### src/rtl/zx_xpoint_pkg.sv
// Shared types and constants for the clocked ZX crosspoint keyboard matrix.
// Frame geometry helpers, special-output indices and the stretcher state type.
package zx_xpoint_pkg;

    // Special-switch output indices within SPEC_N
    localparam int SPEC_NMI  = 0;
    localparam int SPEC_RST  = 1;
    localparam int SPEC_BSRQ = 2;

    // Bit positions of the serial pins inside one synchroniser stage
    localparam int SYN_SK  = 0;
    localparam int SYN_DAT = 1;
    localparam int SYN_STB = 2;
    localparam int SYN_CLR = 3;
    localparam int SYN_W   = 4;

    // X occupies the low bits of the shift register, Y sits directly above it
    localparam int X_LSB = 0;

    typedef enum logic [1:0] {
        ST_IDLE   = 2'd0,
        ST_ACTIVE = 2'd1,
        ST_HOLD   = 2'd2
    } stretch_state_t;

    function automatic int frame_bits(input int ay_bits, input int ax_bits);
        return ay_bits + ax_bits;
    endfunction

    function automatic int y_lsb(input int ax_bits);
        return ax_bits;
    endfunction

endpackage

### src/rtl/zx_pulse_stretch.sv
// Minimum-pulse stretcher for one special switch: output stays low for at
// least MIN_PULSE cycles and for as long as the switch cell remains closed.
module zx_pulse_stretch
    import zx_xpoint_pkg::*;
#(
    parameter int MIN_PULSE = 64
) (
    input  logic clk,
    input  logic rst,
    input  logic cell_n,
    output logic pulse_n
);

    localparam int CW = (MIN_PULSE > 1) ? $clog2(MIN_PULSE) : 1;

    stretch_state_t state, state_nx;
    logic [CW-1:0]  cnt, cnt_nx;

    always_ff @(posedge clk) begin
        if (rst) begin
            state <= ST_IDLE;
            cnt   <= '0;
        end else begin
            state <= state_nx;
            cnt   <= cnt_nx;
        end
    end

    // A release is only honoured once the minimum pulse has run out
    always_comb begin
        state_nx = state;
        cnt_nx   = cnt;
        pulse_n  = 1'b1;
        case (state)
            ST_IDLE: begin
                if (!cell_n) begin
                    state_nx = ST_ACTIVE;
                    cnt_nx   = CW'(MIN_PULSE - 1);
                end
            end
            ST_ACTIVE: begin
                pulse_n = 1'b0;
                if (cnt == '0) begin
                    state_nx = cell_n ? ST_IDLE : ST_HOLD;
                end else begin
                    cnt_nx = cnt - 1'b1;
                end
            end
            ST_HOLD: begin
                pulse_n = 1'b0;
                if (cell_n) begin
                    state_nx = ST_IDLE;
                end
            end
            default: begin
                state_nx = ST_IDLE;
            end
        endcase
    end

endmodule

### src/rtl/zx_xpoint_matrix.sv
// Clocked CH446Q-style serial crosspoint matrix feeding the ZX keyboard port,
// with a row of special switches driven through minimum-pulse stretchers.
module zx_xpoint_matrix
    import zx_xpoint_pkg::*;
#(
    parameter int AY_BITS     = 3,
    parameter int AX_BITS     = 4,
    parameter int ROWS        = 8,
    parameter int COLS        = 5,
    parameter int SPECIAL_X   = 8,
    parameter int N_SPEC      = 3,
    parameter int SYNC_STAGES = 2,
    parameter int MIN_PULSE   = 64
) (
    input  logic              CLK,
    input  logic              RST,
    input  logic              SK,
    input  logic              DAT,
    input  logic              STB,
    input  logic              CLR,
    input  logic [ROWS-1:0]   A_HI,
    output logic [COLS-1:0]   KD,
    output logic [N_SPEC-1:0] SPEC_N,
    output logic              FRAME_ERR,
    input  logic              ERR_CLR
);

    localparam int F       = frame_bits(AY_BITS, AX_BITS);
    localparam int CW      = $clog2(F + 2);
    localparam int Y_LSB   = y_lsb(AX_BITS);
    localparam int SPEC_Y0 = 8 - N_SPEC;

    logic [SYN_W-1:0]   sync_q [SYNC_STAGES];
    logic [SYN_W-1:0]   sync_last;
    logic               sk_prev, stb_prev;
    logic               sk_rise, stb_rise, dat_q;
    logic               clr_s;

    logic [F-1:0]       shreg;
    logic [CW-1:0]      bit_cnt;
    logic [AY_BITS-1:0] y_f;
    logic [AX_BITS-1:0] x_f;
    logic               commit, bad_frame;
    logic               frame_err;

    logic [COLS-1:0]    cells [ROWS];
    logic [N_SPEC-1:0]  spec_cells;

    assign sync_last = sync_q[SYNC_STAGES-1];
    assign clr_s     = sync_last[SYN_CLR];

    // Edge pulses are registered together with DAT so a shifted or committed
    // bit always pairs with the data that was stable around its edge
    always_ff @(posedge CLK) begin
        if (RST) begin
            for (int s = 0; s < SYNC_STAGES; s++) begin
                sync_q[s] <= '0;
            end
            sk_prev  <= 1'b0;
            stb_prev <= 1'b0;
            sk_rise  <= 1'b0;
            stb_rise <= 1'b0;
            dat_q    <= 1'b0;
        end else begin
            sync_q[0] <= {CLR, STB, DAT, SK};
            for (int s = 1; s < SYNC_STAGES; s++) begin
                sync_q[s] <= sync_q[s-1];
            end
            sk_prev  <= sync_last[SYN_SK];
            stb_prev <= sync_last[SYN_STB];
            sk_rise  <= sync_last[SYN_SK] & ~sk_prev;
            stb_rise <= sync_last[SYN_STB] & ~stb_prev;
            dat_q    <= sync_last[SYN_DAT];
        end
    end

    assign y_f = shreg[Y_LSB +: AY_BITS];
    assign x_f = shreg[X_LSB +: AX_BITS];

    always_comb begin
        commit    = 1'b0;
        bad_frame = 1'b0;
        if (stb_rise && !clr_s) begin
            commit    = (bit_cnt == CW'(F));
            bad_frame = (bit_cnt != CW'(F));
        end
    end

    // A strobe sharing a cycle with an SK edge closes the current frame with
    // the pre-shift count; that SK bit then opens the next frame as bit 1
    always_ff @(posedge CLK) begin
        if (RST) begin
            shreg   <= '0;
            bit_cnt <= '0;
        end else begin
            if (sk_rise) begin
                shreg <= {shreg[F-2:0], dat_q};
            end
            if (clr_s) begin
                bit_cnt <= '0;
            end else if (stb_rise) begin
                bit_cnt <= sk_rise ? CW'(1) : '0;
            end else if (sk_rise && bit_cnt != CW'(F + 1)) begin
                bit_cnt <= bit_cnt + 1'b1;
            end
        end
    end

    always_ff @(posedge CLK) begin
        if (RST) begin
            for (int r = 0; r < ROWS; r++) begin
                cells[r] <= '1;
            end
            spec_cells <= '1;
        end else if (clr_s) begin
            for (int r = 0; r < ROWS; r++) begin
                cells[r] <= '1;
            end
            spec_cells <= '1;
        end else if (commit) begin
            for (int r = 0; r < ROWS; r++) begin
                for (int c = 0; c < COLS; c++) begin
                    if (x_f == AX_BITS'(r) && y_f == AY_BITS'(c)) begin
                        cells[r][c] <= dat_q;
                    end
                end
            end
            for (int i = 0; i < N_SPEC; i++) begin
                if (x_f == AX_BITS'(SPECIAL_X) && y_f == AY_BITS'(SPEC_Y0 + i)) begin
                    spec_cells[i] <= dat_q;
                end
            end
        end
    end

    // Setting takes priority so a clear cannot hide a fresh framing error
    always_ff @(posedge CLK) begin
        if (RST) begin
            frame_err <= 1'b0;
        end else if (bad_frame) begin
            frame_err <= 1'b1;
        end else if (ERR_CLR) begin
            frame_err <= 1'b0;
        end
    end

    assign FRAME_ERR = frame_err;

    always_comb begin
        KD = '1;
        for (int r = 0; r < ROWS; r++) begin
            if (!A_HI[r]) begin
                KD = KD & cells[r];
            end
        end
    end

    for (genvar i = 0; i < N_SPEC; i++) begin : g_spec
        zx_pulse_stretch #(
            .MIN_PULSE (MIN_PULSE)
        ) u_stretch (
            .clk     (CLK),
            .rst     (RST),
            .cell_n  (spec_cells[i]),
            .pulse_n (SPEC_N[i])
        );
    end

endmodule

### config.mk
export PLATFORM = sky130hd
export DESIGN_NAME = zx_xpoint_matrix
export DESIGN_NICKNAME = d
export VERILOG_FILES = /design/src/rtl/zx_xpoint_pkg.sv /design/src/rtl/zx_pulse_stretch.sv /design/src/rtl/zx_xpoint_matrix.sv
export SDC_FILE = /design/constraint.sdc
export NUM_CORES = 1
export LEC_CHECK = 0
export CAP_MARGIN = 20
export CORE_AREA = 2 2 113 115
export DETAILED_ROUTE_END_ITERATION = 6
export DIE_AREA = 0 0 115 117
export PLACE_DENSITY_LB_ADDON = 0.12
export SYNTH_ARGS = -nofsm -noshare
export SYNTH_HDL_FRONTEND = slang
export SYNTH_SLANG_ARGS = --single-unit
### constraint.sdc
create_clock -name CLK -period 6.4 [get_ports CLK]
set_clock_uncertainty 0.2 [all_clocks]
set_input_delay 1.28 -clock CLK [delete_from_list [all_inputs] [get_ports CLK]]
set_output_delay 1.28 -clock CLK [all_outputs]
set_load 0.02 [all_outputs]
* Word level (Yosys, flattened, before mapping)
Memory sizes are Yosys's and may differ from the RTL's. Index checks and enable logic that the tools add are counted.
Word-level totals: register bits after elaboration 44, RAM bits 48, input port bits 15, output and inout port bits 9, word-level logic and storage cells 490, memories kept 2
Operators by class: $add $sub $neg 4, eq/ne operators 36, multiplexer cells 298, bitwise logic cells 61, reductions and logical operators 72
Memory list:
- cells | words 8, width 5, read ports 8, clocked after memory_dff 0, wr ports 8, RTL line zx_xpoint_matrix.sv:46 | logic [COLS-1:0] cells [ROWS];
- sync_q | words 2, width 4, read ports 2, clocked after memory_dff 0, wr ports 2, RTL line zx_xpoint_matrix.sv:33 | logic [SYN_W-1:0] sync_q [SYNC_STAGES];
Operator list (number):
- 1-bit 2-to-1 mux | 254
- 5-bit 2-to-1 mux | 16
- 1-bit bitwise OR | 50
- 1-bit logical AND | 45
- 6-bit 2-to-1 mux | 6
- 6-bit case mux with 2 select lines | 3
- 5-bit bitwise AND | 7
- 2-bit 2-to-1 mux | 12
- 4-bit by 3-bit == test with 1-bit output (second input constant) | 5
- 6-bit zero test | 3
- 2-bit != test (second input constant) | 9
- 2-bit case mux with 3 select lines | 3
- 3-bit AND reduction | 6
- 6-bit by 1-bit subtractor with 6-bit output (second input constant) | 3
- 4-bit 2-to-1 mux | 4
- 3-bit == test (second input constant) | 4
- 2-bit nonzero test | 5
- 4-bit by 2-bit == test with 1-bit output (second input constant) | 2
- 2-bit OR reduction | 4
- 2-bit by 1-bit == test with 1-bit output (second input constant) | 3
- 2-bit == test (second input constant) | 3
- 3-bit by 2-bit == test with 1-bit output (second input constant) | 2
- 2-bit zero test | 3
- 2-bit by 1-bit != test with 1-bit output (second input constant) | 3
- 12 further kinds | 16

* Longest topological paths before layout
An unclocked memory read counts as a cell.
depth after elaboration 16, depth in mapped cells 7, mapped depth without buffers 6

* Hierarchy
Synthesis repeated with hierarchy kept, for this count alone.
Second synthesis, totals: cell total of the unflattened synthesis 484, area, all modules 4645.7 um^2
By module, submodules not included:
- zx_xpoint_matrix | instances 1, cells each 310, area each 3057.9 um^2
- zx_pulse_stretch | instances 3, cells each 58, area each 529.3 um^2

* Worst setup path before layout
No wires, ideal clock.
path kind in2out, start point input A_HI[0], end point output KD[0], data arrival time 2.074 ns, slack 2.846 ns, stages 2, cells stage by stage o22ai_1 nor4_1
On the way: cells in the longest elaborated chain, start to end 15
RTL lines:
- start, declared | RTL line zx_xpoint_matrix.sv:21 | input logic [ROWS-1:0] A_HI,
- 5-bit 2-to-1 mux * | RTL line zx_xpoint_matrix.sv:152 | if (!A_HI[r]) begin
- 5-bit bitwise AND | RTL line zx_xpoint_matrix.sv:153 | KD = KD & cells[r];
- 5-bit 2-to-1 mux * | RTL line zx_xpoint_matrix.sv:152
- 5-bit bitwise AND | RTL line zx_xpoint_matrix.sv:153
- 5-bit 2-to-1 mux * | RTL line zx_xpoint_matrix.sv:152
- 5-bit bitwise AND | RTL line zx_xpoint_matrix.sv:153
- 5-bit 2-to-1 mux * | RTL line zx_xpoint_matrix.sv:152
- 5-bit bitwise AND | RTL line zx_xpoint_matrix.sv:153
- 5-bit 2-to-1 mux * | RTL line zx_xpoint_matrix.sv:152
- 5-bit bitwise AND | RTL line zx_xpoint_matrix.sv:153
- 5-bit 2-to-1 mux * | RTL line zx_xpoint_matrix.sv:152
- 5-bit bitwise AND | RTL line zx_xpoint_matrix.sv:153
- 5-bit 2-to-1 mux * | RTL line zx_xpoint_matrix.sv:152
- 5-bit bitwise AND | RTL line zx_xpoint_matrix.sv:153
- 5-bit 2-to-1 mux * | RTL line zx_xpoint_matrix.sv:152
- end, declared | RTL line zx_xpoint_matrix.sv:22 | output logic [COLS-1:0] KD,
Every way passes the cells marked *; elsewhere a longest branch is shown, timed or not.

* Worst setup path in the final report
start point input A_HI[2], end point output KD[3]
On the way: cells in the longest elaborated chain, start to end 11
RTL lines (RTL line):
- 5-bit 2-to-1 mux * | zx_xpoint_matrix.sv:152
- 5-bit bitwise AND | zx_xpoint_matrix.sv:153
- 5-bit 2-to-1 mux * | zx_xpoint_matrix.sv:152
- 5-bit bitwise AND | zx_xpoint_matrix.sv:153
- 5-bit 2-to-1 mux * | zx_xpoint_matrix.sv:152
- 5-bit bitwise AND | zx_xpoint_matrix.sv:153
- 5-bit 2-to-1 mux * | zx_xpoint_matrix.sv:152
- 5-bit bitwise AND | zx_xpoint_matrix.sv:153
- 5-bit 2-to-1 mux * | zx_xpoint_matrix.sv:152
- 5-bit bitwise AND | zx_xpoint_matrix.sv:153
- 5-bit 2-to-1 mux * | zx_xpoint_matrix.sv:152
Marked as above.

==> metrics.txt <==
Final period util=70.7%; Max clock buf depth=2; reg-to-reg setup timing slack=3.97 ns; Worst R2R Start=g_spec[1].u_stretch.state[1]$_SDFFE_PP0P_; Routability Congestion=0.881; die area=13500 µm²; Gates resized, CTS repair=0; num rows=41; DRT Wirelength=11300 µm; largest net degree at the start of global routing=50; Slew headroom=37.6%; Peak VDD IR=0.127 mV; worst path bufs/invs=2; slowest CP cell=clkdlybuf4s50_1; Die Wd=115 µm; total setup buffers inserted after CTS=0; library cells used by synthesis=51; status=completed; Setup Total Neg Slack=0 ns; CP Data Required Time=4.92 ns; Internal=0.957 mW; EDFF count, synth=39; Setup crit start kind=input port; hold_buf cts=0; mux cell area share after synthesis=2.72%; CTS H-tree depth=3; Final Hold Viols=0; Clock power frac=43.1%; initial antenna violation count=0; clock root buffer=clkbuf_16; Worst Setup Path Type=in2out; switching fraction of total power=21.9%; final setup violating endpoints=0; xor/xnor share of the synthesized area=0.550%; post-synthesis sequential area ratio=46.7%; P_leak=1.79 nW; cell mode on critical path=clkdlybuf4s50_1; worst slew pin tran=0.936 ns; Switch Pwr=0.269 mW; clock transition at the registers of the reported paths=0.06 ns; cell family with most CP delay=buffers and inverters; asr flop ratio synth=0%; Reg2Reg Depth=6; diode count=0; worst path arrival time=3.04 ns; Crit Reg-Reg Endpoint=g_spec[1].u_stretch.cnt[3]$_SDFFE_PP0P_; number of I/O port buffers=23; Compound-Gate Fraction of Synth Area=17.0%; initial core utilization=38.8%; Worst Hold Launch=sk_prev$_SDFF_PP0_; TritonCTS clock tree=yes; max-capacitance violation count=0; CP Cell Sequence=clkdlybuf4s50_1 > o22ai_1 > nor4_1 > clkdlybuf4s50_1; share of cells above drive strength 1=6.12%; CP max FO=5; Final min period=4.52 ns; Hold Path End=sk_rise$_SDFF_PP0_; post-synthesis simple-gate area fraction=23.4%; Final Slew Violations=0; Final Util=43.7%; post-DP HPWL=7980 µm; Area Growth Syn to Fin=12.5%; syn_nets=556; First DRT Iteration DRCs=246; DIE HEIGHT=117 µm; first-pass GRT wire length=18800 µm; global route overflow=0; core area=12300 µm²; CP Capture Type=output pin; synthesized-area fraction occupied by adder cells=4.19%; Worst path max stage delay=0.69 ns; largest family of logic cells by synthesized area=simple AND/OR/NAND/NOR gates; Top FF cell, synth=dfxtp_1; Max Freq=221 MHz; Sink Count=92; vias per std cell=5.61; DRC=0; Skew-Pair Late Insertion Delay=0.34 ns; 1st-pass router iterations=7; worst hold-check path type=reg2reg; Syn Std Cell Area=4780 µm²; cell count after synthesis=525; post-route ant nets=0; Seq cells post-synth=92; Flop pwr share=51.6%; All-Layer GR Usage=18.0%; power per cell area=228 nW/µm²; Boundary Pins=24; yosys warns=0; vias in the first global route=3622; DR vias=3863; share of total power in combinational logic=5.3%; NumNets Final=565; RSZ-0062 raised after global routing=false; Worst setup startpoint=A_HI[2]; syn_area_per_cell=9.10 µm²; post-DR wirelength/cell=16.3 µm; worst hold stages=1; TritonCTS Buffers=9
==> layout make-up <==
class / count / area [µm²]
fill: 1233 / 6930
timing repair buffer: 25 / 238
sequential: 92 / 2230
multi-input combinational: 367 / 2290
clock buffer: 12 / 236
tap: 150 / 188
inverter: 39 / 146
clock inverter: 4 / 50.0
==> per-layer routing <==
layer / up-vias / routed length (µm) / GRT usage [%]
met5: - / 0 / 0
li1: 1932 / - / -
met4: 0 / 235 / 7.87
met1: 1839 / 5280 / 23.7
met2: 77 / 5300 / 29.3
met3: 15 / 455 / 3.04
==> placed cells by master, fill, tap and decap left out, types with 4 or more instances in the layout <==
cell type	synthesis	layout
a311oi_1	7	7
or3_1	8	8
or3b_2	4	4
inv_1	39	39
nand3_1	10	10
nor3_1	15	15
and2_1	4	4
o21ai_0	31	31
clkbuf_16	0	9
nand3b_1	5	5
clkdlybuf4s50_1	0	22
dfxtp_1	53	53
a211oi_1	7	7
a21oi_1	52	52
o22ai_1	20	20
nand2b_1	5	5
nor2_1	35	35
nor2b_1	24	24
or2_2	4	4
nand2_1	36	36
nor4_1	9	9
ha_1	16	16
edfxtp_1	39	39
a31oi_1	7	7
nor3_2	5	5
mux2i_1	13	13
nor3b_1	8	8
nand4_1	7	7
==> synthesized netlist by cell type (3+ instances only) <==
library cell / instances / area (µm²)
nand4_1: 7 / 43.8
ha_1: 16 / 200
nor3_1: 15 / 75.1
nor4b_1: 3 / 26.3
nand3_1: 10 / 50.1
nand3b_1: 5 / 37.5
a31oi_1: 7 / 43.8
edfxtp_1: 39 / 1170
nor3b_1: 8 / 60.1
xor2_1: 3 / 26.3
nor3_2: 5 / 50.1
buf_4: 3 / 22.5
nand2_1: 36 / 135
and2_1: 4 / 25.0
dfxtp_1: 53 / 1060
nor2_1: 35 / 131
a21oi_1: 52 / 260
clkbuf_1: 21 / 78.8
o22ai_1: 20 / 125
or2_2: 4 / 25.0
a211oi_1: 7 / 52.6
or3b_2: 4 / 35.0
nor4_1: 9 / 56.3
a311oi_1: 7 / 61.3
and3_1: 3 / 18.8
nor2b_1: 24 / 150
or3_1: 8 / 50.1
o21ai_0: 31 / 155
and3b_1: 3 / 26.3
inv_1: 39 / 146
mux2i_1: 13 / 130
nand2b_1: 5 / 31.3
==> per-stage QoR <==
stage | std cells | hold WS [ns] | power (mW) | setup WS, ns | instance area (µm²)
floorplan | 525 | 0.167 | 0.680 | 2.85 | 4780
global placement | 672 | 0.171 | 0.709 | 1.95 | 5090
detailed placement | 673 | 0.173 | 0.710 | 1.87 | 5090
CTS | 689 | 0.182 | 1.24 | 1.87 | 5380
global route | 689 | 0.199 | 1.27 | 1.75 | 5380
finish | 689 | 0.182 | 1.23 | 1.88 | 5380
==> worst max-delay path by stage <==
stage          endpoint  slack, ns  cells past startpoint
3_5_place_dp      KD[3]       1.87                      4
6_report          KD[3]       1.88                      4
5_1_grt           KD[3]       1.75                      4
4_1_cts           KD[3]       1.87                      4
2_1_floorplan     KD[0]       2.85                      2
3_3_place_gp      KD[2]       1.95                      4
==> logic make-up (layout without fill, tap and decap cells) <==
group                      Yosys count  after routing
and+or+nand+nor                    197            197
AOI/OAI and AO/OA                  138            138
DFF                                 92             92
buffers and inverters               66             80
adders and majority gates           16             16
muxes                               13             13
xor gates and xnor gates             3              3
==> power by group through the flow <==
stage | combinational (mW) | clock, mW | sequential, mW
floorplan | 0.0397 | 0 | 0.641
global placement | 0.0625 | 0 | 0.646
detailed placement | 0.0650 | 0 | 0.645
CTS | 0.0653 | 0.547 | 0.632
global route | 0.0723 | 0.567 | 0.633
finish | 0.0650 | 0.529 | 0.632
==> registers in the layout (all words and copies together), names as in the netlist <==
name / cells
cells: 40
stb_prev: 1
g_spec.u_stretch.cnt: 18
sk_rise: 1
stb_rise: 1
spec_cells: 3
g_spec.u_stretch.state: 6
shreg: 7
bit_cnt: 4
sk_prev: 1
dat_q: 1
sync_q: 8
FRAME_ERR: 1
No activity file was read; power rests on OpenSTA's default activity.
